===== config.mk =====
export PLATFORM = sky130hd
export DESIGN_NAME = quad_rotary_emitter_flat
export DESIGN_NICKNAME = d
export VERILOG_FILES = /design/src/rtl/quad_rotary_emitter_if.sv /design/src/rtl/quad_rotary_emitter.sv /design/src/flat_wrapper.sv
export SDC_FILE = /design/constraint.sdc
export NUM_CORES = 1
export LEC_CHECK = 0
export ABC_AREA = 1
export CORE_MARGIN = 2
export CORE_UTILIZATION = 54
export DETAILED_ROUTE_END_ITERATION = 12
export HOLD_SLACK_MARGIN = 0.02
export PLACE_DENSITY = 0.78
export SYNTH_ARGS = -nofsm -noshare
export SYNTH_HDL_FRONTEND = slang
export SYNTH_SLANG_ARGS = --single-unit
export TNS_END_PERCENT = 10

===== constraint.sdc =====
create_clock -name i_clock -period 1.7 [get_ports i_clock]
set_clock_uncertainty 0.2 [all_clocks]
set_input_delay 0.425 -clock i_clock [delete_from_list [all_inputs] [get_ports i_clock]]
set_output_delay 0.425 -clock i_clock [all_outputs]
set_load 0.02 [all_outputs]

===== src/rtl/quad_rotary_emitter_if.sv =====
// Command/status bundle for the quadrature emitter.
// The master side issues step commands and an abort request.
// The slave side (the emitter) returns the quadrature pair and status.
interface quad_rotary_emitter_if #(
  parameter int CNT_W = 8
);

  // Command side
  logic             req_valid;
  logic             req_right;
  logic [CNT_W-1:0] req_count;
  logic             abort;

  // Status and waveform side
  logic             req_ready;
  logic             rot_a;
  logic             rot_b;
  logic             busy;
  logic             done;
  logic [CNT_W-1:0] steps_left;

  modport master (
    output req_valid,
    output req_right,
    output req_count,
    output abort,
    input  req_ready,
    input  rot_a,
    input  rot_b,
    input  busy,
    input  done,
    input  steps_left
  );

  modport slave (
    input  req_valid,
    input  req_right,
    input  req_count,
    input  abort,
    output req_ready,
    output rot_a,
    output rot_b,
    output busy,
    output done,
    output steps_left
  );

endinterface


===== src/rtl/quad_rotary_emitter.sv =====
// Quadrature transmitter.
// Turns (direction, detent count) commands into a legal Gray-coded A/B
// waveform that rests at 00 between detents. Each quadrature phase is held
// for PHASE_CYCLES clocks. An abort lets the detent in progress finish, so
// the outputs always return to 00 through legal single-bit steps.
module quad_rotary_emitter #(
  parameter int PHASE_CYCLES = 5000,
  parameter int CNT_W        = 8
) (
  input  logic                    i_clock,
  input  logic                    i_reset,   // synchronous, active-low
  quad_rotary_emitter_if.slave    bus
);

  // Timer holds values up to PHASE_CYCLES-1; keep at least one bit.
  localparam int TMR_W = ($clog2(PHASE_CYCLES) < 1) ? 1 : $clog2(PHASE_CYCLES);
  localparam logic [TMR_W-1:0] TMR_RELOAD = TMR_W'(PHASE_CYCLES - 1);

  typedef enum logic [0:0] {
    S_IDLE = 1'b0,
    S_RUN  = 1'b1
  } state_t;

  // Registered state
  state_t           r_state;
  logic [TMR_W-1:0] r_timer;
  logic [1:0]       r_phase;
  logic             r_right;
  logic [CNT_W-1:0] r_steps;
  logic             r_abort;
  logic             r_rot_a;
  logic             r_rot_b;
  logic             r_done;

  // Next-state values
  state_t           w_state_next;
  logic [TMR_W-1:0] w_timer_next;
  logic [1:0]       w_phase_next;
  logic             w_right_next;
  logic [CNT_W-1:0] w_steps_next;
  logic             w_abort_next;
  logic             w_rot_a_next;
  logic             w_rot_b_next;
  logic             w_done_next;

  // Helpers for the transition about to happen
  logic [1:0]       w_phase_inc;
  logic             w_gray_a;
  logic             w_gray_b;
  logic             w_detent_end;
  logic             w_abort_seen;
  logic             w_last_detent;

  // Phase index after the next transition; wraps 3 -> 0 at the end of a detent.
  assign w_phase_inc  = r_phase + 2'd1;
  assign w_detent_end = (w_phase_inc == 2'd0);

  // Gray code for a given phase index. Right walks 00,10,11,01; left walks
  // the mirror sequence 00,01,11,10, so the roles of A and B simply swap.
  assign w_gray_a = r_right ? (w_phase_inc[1] ^ w_phase_inc[0]) : w_phase_inc[1];
  assign w_gray_b = r_right ? w_phase_inc[1] : (w_phase_inc[1] ^ w_phase_inc[0]);

  // An abort arriving on the very edge that closes a detent still belongs to
  // that detent, so the command ends there with a single done pulse.
  assign w_abort_seen  = r_abort | bus.abort;
  // steps_left of 1 (or 0 defensively) means this detent is the final one.
  assign w_last_detent = (r_steps <= CNT_W'(1));

  // State register: all emitter state with synchronous active-low reset.
  always_ff @(posedge i_clock) begin
    if (!i_reset) begin
      r_state <= S_IDLE;
      r_timer <= '0;
      r_phase <= 2'd0;
      r_right <= 1'b0;
      r_steps <= '0;
      r_abort <= 1'b0;
      r_rot_a <= 1'b0;
      r_rot_b <= 1'b0;
      r_done  <= 1'b0;
    end else begin
      r_state <= w_state_next;
      r_timer <= w_timer_next;
      r_phase <= w_phase_next;
      r_right <= w_right_next;
      r_steps <= w_steps_next;
      r_abort <= w_abort_next;
      r_rot_a <= w_rot_a_next;
      r_rot_b <= w_rot_b_next;
      r_done  <= w_done_next;
    end
  end

  // Next-state logic: command accept, phase timing, detent counting, abort.
  always_comb begin
    w_state_next = r_state;
    w_timer_next = r_timer;
    w_phase_next = r_phase;
    w_right_next = r_right;
    w_steps_next = r_steps;
    w_abort_next = r_abort;
    w_rot_a_next = r_rot_a;
    w_rot_b_next = r_rot_b;
    w_done_next  = 1'b0;

    case (r_state)
      S_IDLE: begin
        // abort has no meaning while idle, so the sticky flag stays clear.
        w_abort_next = 1'b0;
        if (bus.req_valid) begin
          w_right_next = bus.req_right;
          w_steps_next = bus.req_count;
          w_timer_next = TMR_RELOAD;
          w_phase_next = 2'd0;
          if (bus.req_count == '0) begin
            // Empty command: acknowledge immediately, waveform untouched.
            w_done_next = 1'b1;
          end else begin
            w_state_next = S_RUN;
          end
        end
      end

      S_RUN: begin
        w_abort_next = w_abort_seen;
        if (r_timer == '0) begin
          w_timer_next = TMR_RELOAD;
          w_phase_next = w_phase_inc;
          w_rot_a_next = w_gray_a;
          w_rot_b_next = w_gray_b;
          if (w_detent_end) begin
            if (r_steps != '0) begin
              w_steps_next = r_steps - CNT_W'(1);
            end
            if (w_last_detent || w_abort_seen) begin
              w_state_next = S_IDLE;
              w_steps_next = '0;
              w_abort_next = 1'b0;
              w_done_next  = 1'b1;
            end
          end
        end else begin
          w_timer_next = r_timer - TMR_W'(1);
        end
      end

      default: begin
        w_state_next = S_IDLE;
      end
    endcase
  end

  // Status outputs come straight from registers; rot_a/rot_b are glitch-free.
  assign bus.req_ready  = (r_state == S_IDLE);
  assign bus.busy       = (r_state == S_RUN);
  assign bus.done       = r_done;
  assign bus.rot_a      = r_rot_a;
  assign bus.rot_b      = r_rot_b;
  assign bus.steps_left = r_steps;

endmodule


===== src/flat_wrapper.sv =====
// flat-port wrapper written by rule: the top's interface ports become plain ports
module quad_rotary_emitter_flat 
#(
  parameter int PHASE_CYCLES = 5000,
  parameter int CNT_W        = 8
)
  (i_clock, i_reset, bus_req_valid, bus_req_right, bus_req_count, bus_abort, bus_req_ready, bus_rot_a, bus_rot_b, bus_busy, bus_done, bus_steps_left);
  quad_rotary_emitter_if #(.CNT_W(CNT_W)) bus_i ();
  input  logic i_clock;
  input  logic i_reset;
  input wire logic [$bits(bus_i.req_valid)-1:0] bus_req_valid;
  input wire logic [$bits(bus_i.req_right)-1:0] bus_req_right;
  input wire logic [$bits(bus_i.req_count)-1:0] bus_req_count;
  input wire logic [$bits(bus_i.abort)-1:0] bus_abort;
  output wire logic [$bits(bus_i.req_ready)-1:0] bus_req_ready;
  output wire logic [$bits(bus_i.rot_a)-1:0] bus_rot_a;
  output wire logic [$bits(bus_i.rot_b)-1:0] bus_rot_b;
  output wire logic [$bits(bus_i.busy)-1:0] bus_busy;
  output wire logic [$bits(bus_i.done)-1:0] bus_done;
  output wire logic [$bits(bus_i.steps_left)-1:0] bus_steps_left;
  assign bus_i.req_valid = bus_req_valid;
  assign bus_i.req_right = bus_req_right;
  assign bus_i.req_count = bus_req_count;
  assign bus_i.abort = bus_abort;
  assign bus_req_ready = bus_i.req_ready;
  assign bus_rot_a = bus_i.rot_a;
  assign bus_rot_b = bus_i.rot_b;
  assign bus_busy = bus_i.busy;
  assign bus_done = bus_i.done;
  assign bus_steps_left = bus_i.steps_left;
  quad_rotary_emitter #(.PHASE_CYCLES(PHASE_CYCLES), .CNT_W(CNT_W)) u_core (.i_clock(i_clock), .i_reset(i_reset), .bus(bus_i));
endmodule

==> run summary <==
GLOBAL ROUTING
------------------------------------------------------------------------------
Gr usage total                                                           25.4%
Met1 track demand over resource                                          37.1%
Busiest layer in global routing                                           met2
Global route total overflow                                                  0
Met3 usage                                                               5.04%
Met2 track demand over resource                                          37.9%
Maximum number of pins on one net before global-route repair                16
First-pass GRT wire length                                             7110 um
Antenna violations before repair                                             0
Vias in the first global route                                            1605

DETAILED ROUTING
------------------------------------------------------------------------------
Total vias in the final route                                             1957
DRC marker count from the first detailed-route iteration                   125
Count of antenna-violating nets left after detailed routing                  0
Post-DR vias/cell                                                         5.07
Routed length per instance                                             12.1 um
Final WL                                                               4660 um
DRT Pass-1 Iters                                                             4
Post-detailed-route DRC marker count                                         0

CELLS AND AREA
------------------------------------------------------------------------------
Count of antenna diodes in the layout                                        0
Fin util                                                                 77.5%
Fraction of layout instances using a drive strength above 1              19.9%
Final net count                                                            358
Most common cell after layout, fill and taps aside                sky130_fd_sc_hd__nand2_1
Layout area overhead                                                     33.8%
Leading cell types in the layout, fill and taps excluded          78 x sky130_fd_sc_hd__nand2_1, 53 x sky130_fd_sc_hd__nor2_1, 31 x sky130_fd_sc_hd__inv_1

TIMING
------------------------------------------------------------------------------
Final-report max-slew violation count                                        0
Least-Margin Pin Slew                                                 0.321 ns
Final clock period utilization by the worst path                         99.3%
Fin Hold WS                                                           0.281 ns
Number of hold violations in the final report                                0
Setup repair after global routing missed its margin                        yes
Worst-case headroom to the max-slew limit                                78.6%
Maximum clock frequency                                                592 MHz
Final worst path period need                                           1.69 ns
Number of failing setup endpoints in the final timing report                 0
Setup tns final                                                           0 ns

FLOORPLANNING
------------------------------------------------------------------------------
Area of the die                                                    0.00380 mm2
Number of core rows                                                         20
Horizontal extent of the die                                           61.7 um
Core ar.                                                           0.00310 mm2
Vertical extent of the die                                             61.7 um
Number of placed I/O pins                                                   26
Initial core utilization                                                 57.9%

PWR
------------------------------------------------------------------------------
Static Leakage                                                      0.00121 uW
Highest ir drop seen on vdd                                         0.000614 V
Clk pwr share                                                            25.7%
Pwr Density                                                         973 mW/mm2
Internal power                                                         1470 uW
Combinational share of power                                             39.5%
Part of the power in registers                                           34.8%
NetSw                                                                   866 uW
Post-layout power                                                      2340 uW
Sw Share                                                                 37.0%

SETUP PATH
------------------------------------------------------------------------------
Highest fanout seen on the critical path                                     4
Cell chain of the critical path                                   dlygate4sd2_1
Crit path required time                                                1.07 ns
Reg2reg setup slack                                                    0.09 ns
Category of the critical setup timing path                          reg -> out
Crit-path max cell delay                                               0.38 ns
Cell class contributing the biggest share of worst-path delay       flip-flops
Standard cell with the maximum stage delay on the critical path   sky130_fd_sc_hd__dfxtp_1
Endpoint type of the worst setup path                               output pin
Worst path arrival time                                                1.06 ns
Count of buffer and inverter cells on the critical path                      1
Kind of start point of the critical path                             flip-flop

OUTCOME
------------------------------------------------------------------------------
Status                                                               completed

CLOCKING
------------------------------------------------------------------------------
Clock slew at reported path FFs                                        0.09 ns
Worst-Skew Late Latency                                                0.33 ns
Clock sink total                                                            29
Bufs on Longest Clock Path                                                   2
Number of levels the H-tree was split into                                   2
Total CTS buffers                                                            5
Clock tree from TritonCTS                                                 done
Root Buffer Master                                                sky130_fd_sc_hd__clkbuf_4

PLACED DESIGN
------------------------------------------------------------------------------
Buffers on Ports                                                            25
RD Place Congestion                                                      0.889
Post-DP HPWL                                                           3320 um

SYNTH
------------------------------------------------------------------------------
Count of warnings emitted by yosys                                           0
Post-synth cell types                                                       26
Seq cells post-synth                                                        29
Mapped Nets                                                                310
Synth Instances                                                            293
Netlist area before placement                                      0.00180 mm2
Syn Area/Cell                                                         6.13 um2
Share of the yosys chip area belonging to registers                      32.3%

WORST HOLD PATH
------------------------------------------------------------------------------
Worst min-delay path category                                       reg -> reg

RUN
------------------------------------------------------------------------------
Max-cap check violation count                                                0

-- flip-flops by register name (all words and copies together) (netlist names) --
register and cells:
u_core.r_timer 13, u_core.bus.steps_left 8, u_core.r_phase 2, u_core.bus.busy 1, u_core.bus.done 1, u_core.bus.rot_a 1, u_core.bus.rot_b 1, u_core.r_abort 1
u_core.r_right 1
-- path summary, 6_finish.rpt --
path,startpoint,end,cells past startpoint
worst max-delay path,u_core.bus.steps_left[7],bus_steps_left[7],1
worst min register to register,u_core.r_phase[1],u_core.r_phase[1],2
worst max register to register,u_core.r_timer[3],u_core.bus.done,7
worst min-delay path,u_core.r_phase[1],u_core.r_phase[1],2
-- power by group through the flow --
| stage | registers (uW) | clock network [uW] | logic, uW |
|---|---|---|---|
| final | 813 | 602 | 923 |
| after global routing | 822 | 626 | 1030 |
| after CTS | 803 | 605 | 818 |
| after detailed placement | 818 | 0 | 830 |
| after global placement | 819 | 0 | 817 |
| after floorplan | 857 | 0 | 515 |
-- layer usage --
| layer | routed length (um) | share of wire [%] | vias up |
|---|---|---|---|
| met3 | 333 | 7.2 | 7 |
| met5 | 0 | 0 | - |
| li1 | - | - | 1017 |
| met1 | 2240 | 48 | 876 |
| met2 | 2030 | 44 | 57 |
| met4 | 56 | 1.2 | 0 |
-- worst register-to-register path, stage by stage, from the launching register on --
cell                      delay (ns)
sky130_fd_sc_hd__dfxtp_1        0.38
sky130_fd_sc_hd__nor2_2         0.16
sky130_fd_sc_hd__nand2_4        0.09
sky130_fd_sc_hd__nor2_1         0.16
sky130_fd_sc_hd__nand4_1        0.25
sky130_fd_sc_hd__nor2_1         0.16
sky130_fd_sc_hd__nor2_1         0.05
sky130_fd_sc_hd__nor2_1         0.10
-- metrics by stage --
step / instance area [um2] / setup slack, ns / instances
floorplan: 1800 / 0.0212 / 293
global placement: 2200 / -0.217 / 374
detailed placement: 2200 / -0.233 / 374
CTS: 2270 / 0.0157 / 382
global route: 2400 / -0.0217 / 386
finish: 2400 / 0.0119 / 386
-- layout make-up --
type	count	area [um2]
fillers	257	699
multi-input cells	222	1140
flip-flops and latches	29	593
clock inverters	1	30.0
clock buffers	7	55.1
well taps	44	55.1
repair buffers	45	383
inverters	38	146
-- cell families after synthesis --
family          Yosys count  share of synthesized area [%]
buf+inv                  43                           9.89
simple gates            179                           42.6
xor+xnor                  5                           2.44
fa+ha+maj                 4                           2.79
compound gates           33                           9.96
flops                    29                           32.3
-- cell usage after synthesis (all sizes together) --
cell type   n  share of area [%]
dfxtp      29                 32
a21oi      12                3.3
ha          4                2.8
nand4       4                1.4
nor3        2               0.56
inv        37                7.7
o21ai      14                3.9
o21bai      3                1.3
clkbuf      2               0.42
nor2       66                 14
o211ai      1               0.42
xor2        5                2.4
a31oi       3                1.0
buf         3                1.5
and2        1               0.35
nand3      21                6.8
nand3b      2               0.84
nand2      83                 18
clkinv      1               0.21
-- repair_timing --
action,in CTS,in global routing
buffers inserted,0,3
hold buffers,0,0
gates cloned,0,1
resized for setup,17,37
pin swaps,0,8
endpoints found under the setup margin,16,23
(Power assumes the default switching activity.)
